[src/rtl/pixel_frame_sequencer_if.sv]
// Bus bundle between the pixel frame sequencer and its surroundings:
// frame control/config, input frame RAM read port, pixel-op datapath
// port and the result sink handshake.
//   master : the sequencer (drives status, RAM read, datapath operands, sink)
//   slave  : loader / RAM / datapath / sink side
interface pixel_frame_sequencer_if #(
  parameter int unsigned ADDR_W = 17
);
  // frame control and config
  logic              start;
  logic [1:0]        cfg_select;
  logic [7:0]        cfg_value;
  logic [7:0]        cfg_thresh;
  logic              busy;
  logic              done;
  // input frame RAM
  logic              rd_en;
  logic [ADDR_W-1:0] rd_addr;
  logic [7:0]        rd_data;
  // pixel-op datapath
  logic [1:0]        op_select;
  logic [7:0]        op_value;
  logic [7:0]        op_threshold;
  logic [7:0]        op_in_byte;
  logic [7:0]        op_out_byte;
  // result sink
  logic              wr_valid;
  logic              wr_ready;
  logic [ADDR_W-1:0] wr_addr;
  logic [7:0]        wr_data;

  modport master (
    input  start, cfg_select, cfg_value, cfg_thresh, rd_data, op_out_byte, wr_ready,
    output busy, done, rd_en, rd_addr, op_select, op_value, op_threshold, op_in_byte,
           wr_valid, wr_addr, wr_data
  );

  modport slave (
    output start, cfg_select, cfg_value, cfg_thresh, rd_data, op_out_byte, wr_ready,
    input  busy, done, rd_en, rd_addr, op_select, op_value, op_threshold, op_in_byte,
           wr_valid, wr_addr, wr_data
  );
endinterface

[src/rtl/pixel_frame_sequencer.sv]
// Frame-level controller for the 8-bit pixel-operation datapath. On start it
// latches the op config, streams NPIX pixels from the input frame RAM through
// the (non-stallable) datapath and hands results to the sink through a small
// credit-limited FIFO that absorbs sink back-pressure.
// Ports:
//   clk, rst : rising-edge clock, asynchronous active-high reset
//   bus      : pixel_frame_sequencer_if.master
//              start/cfg_* in, busy/done out; rd_en/rd_addr out, rd_data in;
//              op_* out, op_out_byte in; wr_valid/wr_addr/wr_data out, wr_ready in
module pixel_frame_sequencer #(
  parameter int unsigned ADDR_W = 17,
  parameter int unsigned NPIX   = 98304,
  parameter int unsigned OP_LAT = 1,
  parameter int unsigned FIFO_D = 4
) (
  input  logic                   clk,
  input  logic                   rst,
  pixel_frame_sequencer_if.master bus
);

  localparam int unsigned CNT_W  = ADDR_W + 1;
  localparam int unsigned PTR_W  = $clog2(FIFO_D);
  localparam int unsigned FCNT_W = PTR_W + 1;
  localparam int unsigned CRED_W = PTR_W + 2;
  localparam int unsigned VLD_W  = OP_LAT + 2;
  localparam logic [CNT_W-1:0] LAST_IDX = CNT_W'(NPIX - 1);

  typedef enum logic [1:0] {S_IDLE, S_RUN, S_DRAIN, S_DONE} state_t;

  state_t             state_q, state_d;
  logic               busy_q, done_q;
  logic [1:0]         op_select_q;
  logic [7:0]         op_value_q, op_threshold_q, op_in_byte_q;
  logic [CNT_W-1:0]   issue_cnt_q, wr_cnt_q;
  logic [VLD_W-1:0]   vld_q;
  logic [CRED_W-1:0]  inflight_q;
  logic [7:0]         fifo_mem [FIFO_D];
  logic [PTR_W-1:0]   wr_ptr_q, rd_ptr_q;
  logic [FCNT_W-1:0]  fifo_cnt_q;
  logic               rd_en_c, credit_ok, push, pop, fifo_nempty, accept_start;

  assign fifo_nempty  = (fifo_cnt_q != '0);
  assign pop          = fifo_nempty && bus.wr_ready;
  assign push         = vld_q[VLD_W-1];
  assign accept_start = (state_q == S_IDLE) && bus.start;

  // A slot freed by this cycle's pop is reusable immediately, which keeps the
  // read stream at one pixel per clock while the sink is ready.
  assign credit_ok = (inflight_q + CRED_W'(fifo_cnt_q)) < (CRED_W'(FIFO_D) + CRED_W'(pop));

  // Next state and read issue
  always_comb begin
    state_d = state_q;
    rd_en_c = 1'b0;
    case (state_q)
      S_IDLE:  if (bus.start) state_d = S_RUN;
      S_RUN: begin
        rd_en_c = credit_ok;
        if (credit_ok && (issue_cnt_q == LAST_IDX)) state_d = S_DRAIN;
      end
      S_DRAIN: if (pop && (wr_cnt_q == LAST_IDX)) state_d = S_DONE;
      S_DONE:  state_d = S_IDLE;
      default: state_d = S_IDLE;
    endcase
  end

  // State register with registered status flags
  always_ff @(posedge clk or posedge rst) begin
    if (rst) begin
      state_q <= S_IDLE;
      busy_q  <= 1'b0;
      done_q  <= 1'b0;
    end else begin
      state_q <= state_d;
      busy_q  <= (state_d == S_RUN) || (state_d == S_DRAIN);
      done_q  <= (state_d == S_DONE);
    end
  end

  // Config latch and read/write counters; counters hold at the last index
  always_ff @(posedge clk or posedge rst) begin
    if (rst) begin
      op_select_q    <= '0;
      op_value_q     <= '0;
      op_threshold_q <= '0;
      issue_cnt_q    <= '0;
      wr_cnt_q       <= '0;
    end else if (accept_start) begin
      op_select_q    <= bus.cfg_select;
      op_value_q     <= bus.cfg_value;
      op_threshold_q <= bus.cfg_thresh;
      issue_cnt_q    <= '0;
      wr_cnt_q       <= '0;
    end else begin
      if (rd_en_c && (issue_cnt_q != LAST_IDX)) issue_cnt_q <= issue_cnt_q + CNT_W'(1);
      if (pop && (wr_cnt_q != LAST_IDX))        wr_cnt_q    <= wr_cnt_q + CNT_W'(1);
    end
  end

  // Datapath feed and valid delay line matching RAM + input reg + OP_LAT
  always_ff @(posedge clk or posedge rst) begin
    if (rst) begin
      op_in_byte_q <= '0;
      vld_q        <= '0;
      inflight_q   <= '0;
    end else begin
      op_in_byte_q <= bus.rd_data;
      vld_q        <= {vld_q[VLD_W-2:0], rd_en_c};
      inflight_q   <= inflight_q + CRED_W'(rd_en_c) - CRED_W'(push);
    end
  end

  // Result FIFO control
  always_ff @(posedge clk or posedge rst) begin
    if (rst) begin
      wr_ptr_q   <= '0;
      rd_ptr_q   <= '0;
      fifo_cnt_q <= '0;
    end else begin
      if (push) wr_ptr_q <= wr_ptr_q + PTR_W'(1);
      if (pop)  rd_ptr_q <= rd_ptr_q + PTR_W'(1);
      fifo_cnt_q <= fifo_cnt_q + FCNT_W'(push) - FCNT_W'(pop);
    end
  end

  // Result FIFO storage
  always_ff @(posedge clk) begin
    if (push) fifo_mem[wr_ptr_q] <= bus.op_out_byte;
  end

  assign bus.busy         = busy_q;
  assign bus.done         = done_q;
  assign bus.rd_en        = rd_en_c;
  assign bus.rd_addr      = issue_cnt_q[ADDR_W-1:0];
  assign bus.op_select    = op_select_q;
  assign bus.op_value     = op_value_q;
  assign bus.op_threshold = op_threshold_q;
  assign bus.op_in_byte   = op_in_byte_q;
  assign bus.wr_valid     = fifo_nempty;
  assign bus.wr_addr      = wr_cnt_q[ADDR_W-1:0];
  assign bus.wr_data      = fifo_nempty ? fifo_mem[rd_ptr_q] : 8'h00;

endmodule

[src/flat_wrapper.sv]
// flat-port wrapper written by rule: the top's interface ports become plain ports
module pixel_frame_sequencer_flat 
#(
  parameter int unsigned ADDR_W = 17,
  parameter int unsigned NPIX   = 98304,
  parameter int unsigned OP_LAT = 1,
  parameter int unsigned FIFO_D = 4
)
  (clk, rst, bus_start, bus_cfg_select, bus_cfg_value, bus_cfg_thresh, bus_rd_data, bus_op_out_byte, bus_wr_ready, bus_busy, bus_done, bus_rd_en, bus_rd_addr, bus_op_select, bus_op_value, bus_op_threshold, bus_op_in_byte, bus_wr_valid, bus_wr_addr, bus_wr_data);
  pixel_frame_sequencer_if #(.ADDR_W(ADDR_W)) bus_i ();
  input  logic clk;
  input  logic rst;
  input wire logic [$bits(bus_i.start)-1:0] bus_start;
  input wire logic [$bits(bus_i.cfg_select)-1:0] bus_cfg_select;
  input wire logic [$bits(bus_i.cfg_value)-1:0] bus_cfg_value;
  input wire logic [$bits(bus_i.cfg_thresh)-1:0] bus_cfg_thresh;
  input wire logic [$bits(bus_i.rd_data)-1:0] bus_rd_data;
  input wire logic [$bits(bus_i.op_out_byte)-1:0] bus_op_out_byte;
  input wire logic [$bits(bus_i.wr_ready)-1:0] bus_wr_ready;
  output wire logic [$bits(bus_i.busy)-1:0] bus_busy;
  output wire logic [$bits(bus_i.done)-1:0] bus_done;
  output wire logic [$bits(bus_i.rd_en)-1:0] bus_rd_en;
  output wire logic [$bits(bus_i.rd_addr)-1:0] bus_rd_addr;
  output wire logic [$bits(bus_i.op_select)-1:0] bus_op_select;
  output wire logic [$bits(bus_i.op_value)-1:0] bus_op_value;
  output wire logic [$bits(bus_i.op_threshold)-1:0] bus_op_threshold;
  output wire logic [$bits(bus_i.op_in_byte)-1:0] bus_op_in_byte;
  output wire logic [$bits(bus_i.wr_valid)-1:0] bus_wr_valid;
  output wire logic [$bits(bus_i.wr_addr)-1:0] bus_wr_addr;
  output wire logic [$bits(bus_i.wr_data)-1:0] bus_wr_data;
  assign bus_i.start = bus_start;
  assign bus_i.cfg_select = bus_cfg_select;
  assign bus_i.cfg_value = bus_cfg_value;
  assign bus_i.cfg_thresh = bus_cfg_thresh;
  assign bus_i.rd_data = bus_rd_data;
  assign bus_i.op_out_byte = bus_op_out_byte;
  assign bus_i.wr_ready = bus_wr_ready;
  assign bus_busy = bus_i.busy;
  assign bus_done = bus_i.done;
  assign bus_rd_en = bus_i.rd_en;
  assign bus_rd_addr = bus_i.rd_addr;
  assign bus_op_select = bus_i.op_select;
  assign bus_op_value = bus_i.op_value;
  assign bus_op_threshold = bus_i.op_threshold;
  assign bus_op_in_byte = bus_i.op_in_byte;
  assign bus_wr_valid = bus_i.wr_valid;
  assign bus_wr_addr = bus_i.wr_addr;
  assign bus_wr_data = bus_i.wr_data;
  pixel_frame_sequencer #(.ADDR_W(ADDR_W), .NPIX(NPIX), .OP_LAT(OP_LAT), .FIFO_D(FIFO_D)) u_core (.clk(clk), .rst(rst), .bus(bus_i));
endmodule
[config.mk]
export PLATFORM = sky130hd
export DESIGN_NAME = pixel_frame_sequencer_flat
export DESIGN_NICKNAME = d
export VERILOG_FILES = /design/src/rtl/pixel_frame_sequencer_if.sv /design/src/rtl/pixel_frame_sequencer.sv /design/src/flat_wrapper.sv
export SDC_FILE = /design/constraint.sdc
export NUM_CORES = 1
export LEC_CHECK = 0
export BUFFER_PORTS_ARGS = -buffer_cell sky130_fd_sc_hd__buf_4
export CAP_MARGIN = 20
export CORE_MARGIN = 1
export CORE_UTILIZATION = 59
export CTS_CLUSTER_DIAMETER = 30
export DETAILED_ROUTE_END_ITERATION = 8
export GPL_TIMING_DRIVEN = 1
export PLACE_DENSITY = 0.88
export SLEW_MARGIN = 25
export SYNTH_ARGS = -nofsm -noshare
export SYNTH_HDL_FRONTEND = slang
export SYNTH_SLANG_ARGS = --single-unit
[constraint.sdc]
create_clock -name clk -period 8.2 [get_ports clk]
set_input_delay 0.41 -clock clk [delete_from_list [all_inputs] [get_ports clk]]
set_output_delay 0.41 -clock clk [all_outputs]
set_load 0.005 [all_outputs]
* Word level (Yosys, flattened, before mapping) *
Memory sizes are Yosys's and may differ from the RTL's.
Cells that the tools add are included.

word-level totals
  memory bits (writable) = 32
  memories kept = 1
  input bits = 38
  output and inout port bits = 72
  bits in registers = 80

memories
  memory           depth  width  rd ports  clocked after memory_dff  wr ports  line                         RTL
  u_core.fifo_mem  4      8      1         0                         1         pixel_frame_sequencer.sv:37  logic [7:0] fifo_mem [FIFO_D];

operators by class
  muxes and demuxes = 12
  order comparisons = 1
  reductions and logical operators = 11
  eq/ne operators = 10
  add/sub/neg operators = 10

operators by type and width
  kind                                              number
  2-to-1 mux 18 bit                                 4
  adder 18 x 1 -> 18 bit (second input constant)    2
  == test 18 x 17 -> 1 bit (second input constant)  2
  != test 18 x 17 -> 1 bit (second input constant)  2
  == test 2 bit (second input constant)             4
  2-to-1 mux 8 bit                                  1
  one-hot mux 2 bit (4 select lines)                1
  logical AND 1 bit                                 6
  2-to-1 mux 2 bit                                  3
  adder 2 x 1 -> 2 bit (second input constant)      2
  adder 3 x 1 -> 4 bit (first input constant)       1
  adder 4 x 1 -> 4 bit                              1
  adder 4 x 3 -> 4 bit                              1
  == test 2 x 1 -> 1 bit (second input constant)    2
  less-than comparator 4 bit                        1
  nonzero test 2 bit                                2
  subtractor 4 x 1 -> 4 bit                         1
  adder 3 x 1 -> 3 bit                              1
  2-to-1 mux 1 bit                                  3
  nonzero test 3 bit                                1
  subtractor 3 x 1 -> 3 bit                         1
  zero test 2 bit                                   1
  logical OR 1 bit                                  1

* Logic depth before layout (Yosys ltp) *
  depth after elaboration = 9
  mapped depth = 13

* Least setup slack after synthesis *
OpenSTA, ideal clock, no wires.

  kind = reg-to-reg
  start point = register u_core.fifo_cnt_q[0]
  end point = register u_core.inflight_q[2]
  setup slack = 5.324 ns
  setup time = 0.122 ns
  path buffers = 2
  cell stages (with the launch flop) = 12
  clock period less this slack = 2.876 ns
  required time = 8.078 ns
  arrival = 2.754 ns
  cell sequence = dfrtp_1 -> ha_1 -> fa_1 -> o31ai_2 -> o211ai_1 -> buf_2 -> buf_2 -> ha_1 -> inv_1 -> ha_1 -> fa_1 -> xor2_1

on the way
  word-level cells in the longest chain between the ends = 7

ends and longest elaborated chain
  item                            line                          RTL
  start: declaration              pixel_frame_sequencer.sv:39   logic [FCNT_W-1:0] fifo_cnt_q;
  start signal: assignment        pixel_frame_sequencer.sv:122  fifo_cnt_q <= fifo_cnt_q + FCNT_W'(push) - FCNT_W'(pop);
  nonzero test 3 bit              pixel_frame_sequencer.sv:42   assign fifo_nempty = (fifo_cnt_q != '0);
  logical AND 1 bit               pixel_frame_sequencer.sv:43   assign pop = fifo_nempty && bus.wr_ready;
  adder 3 x 1 -> 4 bit            pixel_frame_sequencer.sv:49   assign credit_ok = (inflight_q + CRED_W'(fifo_cnt_q)) < (CRED_W'(FIFO_D) + CRED_W'(pop));
  less-than comparator 4 bit (*)  pixel_frame_sequencer.sv:49
  2-to-1 mux 1 bit (*)            pixel_frame_sequencer.sv:55   case (state_q)
  adder 4 x 1 -> 4 bit (*)        pixel_frame_sequencer.sv:109  inflight_q <= inflight_q + CRED_W'(rd_en_c) - CRED_W'(push);
  subtractor 4 x 1 -> 4 bit (*)   pixel_frame_sequencer.sv:109
  end signal: assignment          pixel_frame_sequencer.sv:109
  end: declaration                pixel_frame_sequencer.sv:36   logic [CRED_W-1:0] inflight_q;

Mark *: on every way between the ends. The rest lies on a longest branch, timed or not.
A chain may end at the register's enable or synchronous reset.

* Worst setup path in the final report *
  start point = register u_core.fifo_cnt_q[0]
  end point = output port bus_rd_en

on the way
  word-level cells in the longest chain between the ends = 5

ends and longest elaborated chain
  item                            line                         RTL
  nonzero test 3 bit              pixel_frame_sequencer.sv:42
  logical AND 1 bit               pixel_frame_sequencer.sv:43
  adder 3 x 1 -> 4 bit            pixel_frame_sequencer.sv:49
  less-than comparator 4 bit (*)  pixel_frame_sequencer.sv:49
  2-to-1 mux 1 bit (*)            pixel_frame_sequencer.sv:55
  end: declaration                flat_wrapper.sv:22           output wire logic [$bits(bus_i.rd_en)-1:0] bus_rd_en;

Marks and branches as above.

==> reports/metrics.cfg <==
[sta]
clock_skew_ns = 0.0111
min_period_over_period_pct = 35.5
slew_headroom_pct = 38.2
fin_tns_setup_ns = 0
finalHoldViolCount = 0
max_freq_mhz = 344
hold_slack_ns = 0.147
layout_setup_ws_ns = 5.29
setup_violations = 0
min_period_ns = 2.91
worst_slew_pin_slew_ns = 0.924
slew_viol_final = 0
rsz0062_at_grt = false

[pwr]
p_leak_uw = 0.00280
p_sw_share_pct = 27.2
p_int_uw = 986
clockPowerShare_pct = 29.3
peakVddDrop_mv = 0.112
p_comb_share_pct = 21.0
share_seq_of_total_power_pct = 49.6
powerDensity_nw_per_um2 = 218
switching_power_uw = 369

[global_route]
grt_max_degree = 81
grt_pass1_wl_um = 17300
grt_pass1_vias = 3747
antenna_found_initial = 0
grt_overflow_total = 0
grtUsageTotal_pct = 22.9

[synth]
synth_top_area_share_pct = 37.7
async_reset_ff_share_pct = 71.4
yosysMostFrequentCell = dfrtp_1
ys_types = 47
netlist_instances = 466
yosys_warnings = 0
synth_commonest_cells = dfrtp_1 (80), nand2_1 (73), buf_4 (35), edfxtp_1 (32), a21oi_1 (24)
synth_top_cell_by_area = dfrtp_1
synth_edf_count = 32
synth-main-ff-cell = dfrtp_1
ys_seq_elements = 112
synth_nets = 523
yosysSeqAreaShare_pct = 55.8
synth_area_um2 = 5310
avgSynthCellArea_um2 = 11.4
synth_area_leaders = dfrtp_1 (38%), edfxtp_1 (18%), nand2_1 (5.2%), buf_4 (4.9%), ha_1 (3.8%)

[clock_tree]
cts_max_path_buffers = 2
post_cts_resized = 0
clkTransAtPathRegs_ns = 0.10
clock_sinks = 112
cts-root-buf = clkbuf_8
cts_setup_buffers = 0
cts_tree = done
cts_buffers = 9
htree_levels = 3
cts_hold_buf = 0
clk_latency_ns = 0.37

[flow_run]
maxCapViolCount = 0

[setup_path]
worst-r2r-setup-slack_ns = 5.46
crit_start = u_core.fifo_cnt_q[0]
rr_worst_depth = 9
end_kind = primary output
path_delay_family = adder cells
start_kind = flop
path_max_fanout = 29
critPathMaxStageDelay_ns = 0.43
critPathKind = reg2out
arrival_ns = 2.50
crit_required_ns = 7.79
r2r_end = u_core.inflight_q[2]
path_cells = ha_1 > fa_1 > xor2_1 > o31ai_2 > o211ai_1 > buf_4 > inv_2 > buf_4
cp_slowest_cell = dfrtp_1
path_depth = 8
reg2reg_from = u_core.fifo_cnt_q[0]
cp_num_buf_inv = 3
cp-endpoint = bus_rd_en
cp_common_cell = buf_4

[cells_and_area]
final_cell_count_no_fill = 652
layout.nets = 596
area_growth_pct = 17.1
fill_cells = 608
n_antenna_cell = 0
layout-drive-gt1-share_pct = 27.6

[outcome]
status = completed

[detailed_routing]
wl_per_cell_um = 16.1
routed_wl_um = 10500
drt_pass1_iterations = 4
drt-vias-per-instance = 5.67
vias = 3697
drt_first_iter_violations = 213
drc = 0
detail-route-antenna-nets = 0

[placement]
place_congestion = 0.836
place_ws_ns = 5.48
io_buffers = 109
dpl.cell_count = 636
hpwl_um = 7080

[floorplan]
initial_core_util_pct = 60.9
die_h_um = 96.9
num_io_pins = 110
num_rows = 34
core_um2 = 8720
die-width_um = 96.9
dieArea_um2 = 9380

[min_path]
hp-class = in2reg

-- flip-flops by register name, indices dropped and copies added (netlist names), 3 cells and up --
signal,cells
u_core.bus.op_in_byte,8
u_core.wr_cnt_q,18
u_core.fifo_mem,32
u_core.fifo_cnt_q,3
u_core.vld_q,3
u_core.bus.op_value,8
u_core.issue_cnt_q,18
u_core.inflight_q,4
u_core.bus.op_threshold,8
-- routing by layer --
metal	up-vias	track usage, %	wire (um)	share of wire [%]
met5	-	0	0	0
met4	0	8.15	172	1.6
met3	16	6.29	741	7.1
met2	134	38.6	5170	49
met1	1793	28.6	4390	42
li1	1754	-	-	-
-- layout make-up --
type	instances	area [um2]	area share, %
Clock buffer	9	124	1.99
Multi-Input combinational cell	283	1940	31.2
Inverter	20	76.3	1.23
Sequential cell	112	2960	47.7
Clock inverter	7	128	2.05
Timing Repair Buffer	113	852	13.7
Tap cell	108	135	2.17
-- logic make-up after synthesis --
| logic type | count (synthesis) | share of synthesized area (%) |
|---|---|---|
| xor gates and xnor gates | 17 | 2.80 |
| muxes | 11 | 3.96 |
| DFF | 112 | 55.8 |
| and+or+nand+nor | 171 | 16.6 |
| AOI/OAI and AO/OA | 65 | 8.18 |
| buffers and inverters | 71 | 7.78 |
| adders and majority gates | 19 | 4.90 |
-- worst min-delay path by stage --
stage / from / end / slack [ns] / cells past startpoint
2_1_floorplan: u_core.vld_q[0] / u_core.vld_q[1] / 0.33 / 0
3_3_place_gp: u_core.vld_q[1] / u_core.vld_q[2] / 0.34 / 0
3_5_place_dp: u_core.vld_q[0] / u_core.vld_q[1] / 0.34 / 0
4_1_cts: bus_rd_data[0] / u_core.bus.op_in_byte[0] / 0.13 / 1
5_1_grt: bus_rd_data[0] / u_core.bus.op_in_byte[0] / 0.13 / 1
6_report: bus_rd_data[0] / u_core.bus.op_in_byte[0] / 0.15 / 1
-- cell usage in the layout (no fill, tap or decap), drive strengths merged, types with 2 or more instances in the layout --
cell type and n:
a21oi 24, a31oi 2, and2 7, and3 6, and4 6, buf 113
bufinv 3, clkbuf 9, clkinv 3, dfrtp 80, edfxtp 32, fa 3
ha 16, inv 21, mux2i 3, mux4 8, nand2 73, nand3 18
nand4 6, nor2 13, nor2b 8, nor3 7, nor3b 2, nor4b 2
o2111ai 2, o211ai 4, o21ai 15, o311ai 2, o31ai 14, or2 2
or3 7, or4 12, xnor2 10, xor2 7
-- per-stage QoR --
stage	utilization (%)	cell area [um2]	power, uW
after detailed placement	68.4	5960	972
after floorplan	-	5310	858
final	71.3	6220	1350
after CTS	71.2	6210	1370
after global routing	71.3	6220	1410
after global placement	68.4	5960	960
-- power by group through the flow --
stage	sequential, uW	clock, uW	combinational [uW]
after floorplan	652	0	206
after global placement	684	0	276
after detailed placement	683	0	289
after CTS	673	405	288
after global routing	679	420	314
final	672	397	285
No activity file was read; power rests on OpenSTA's default activity.
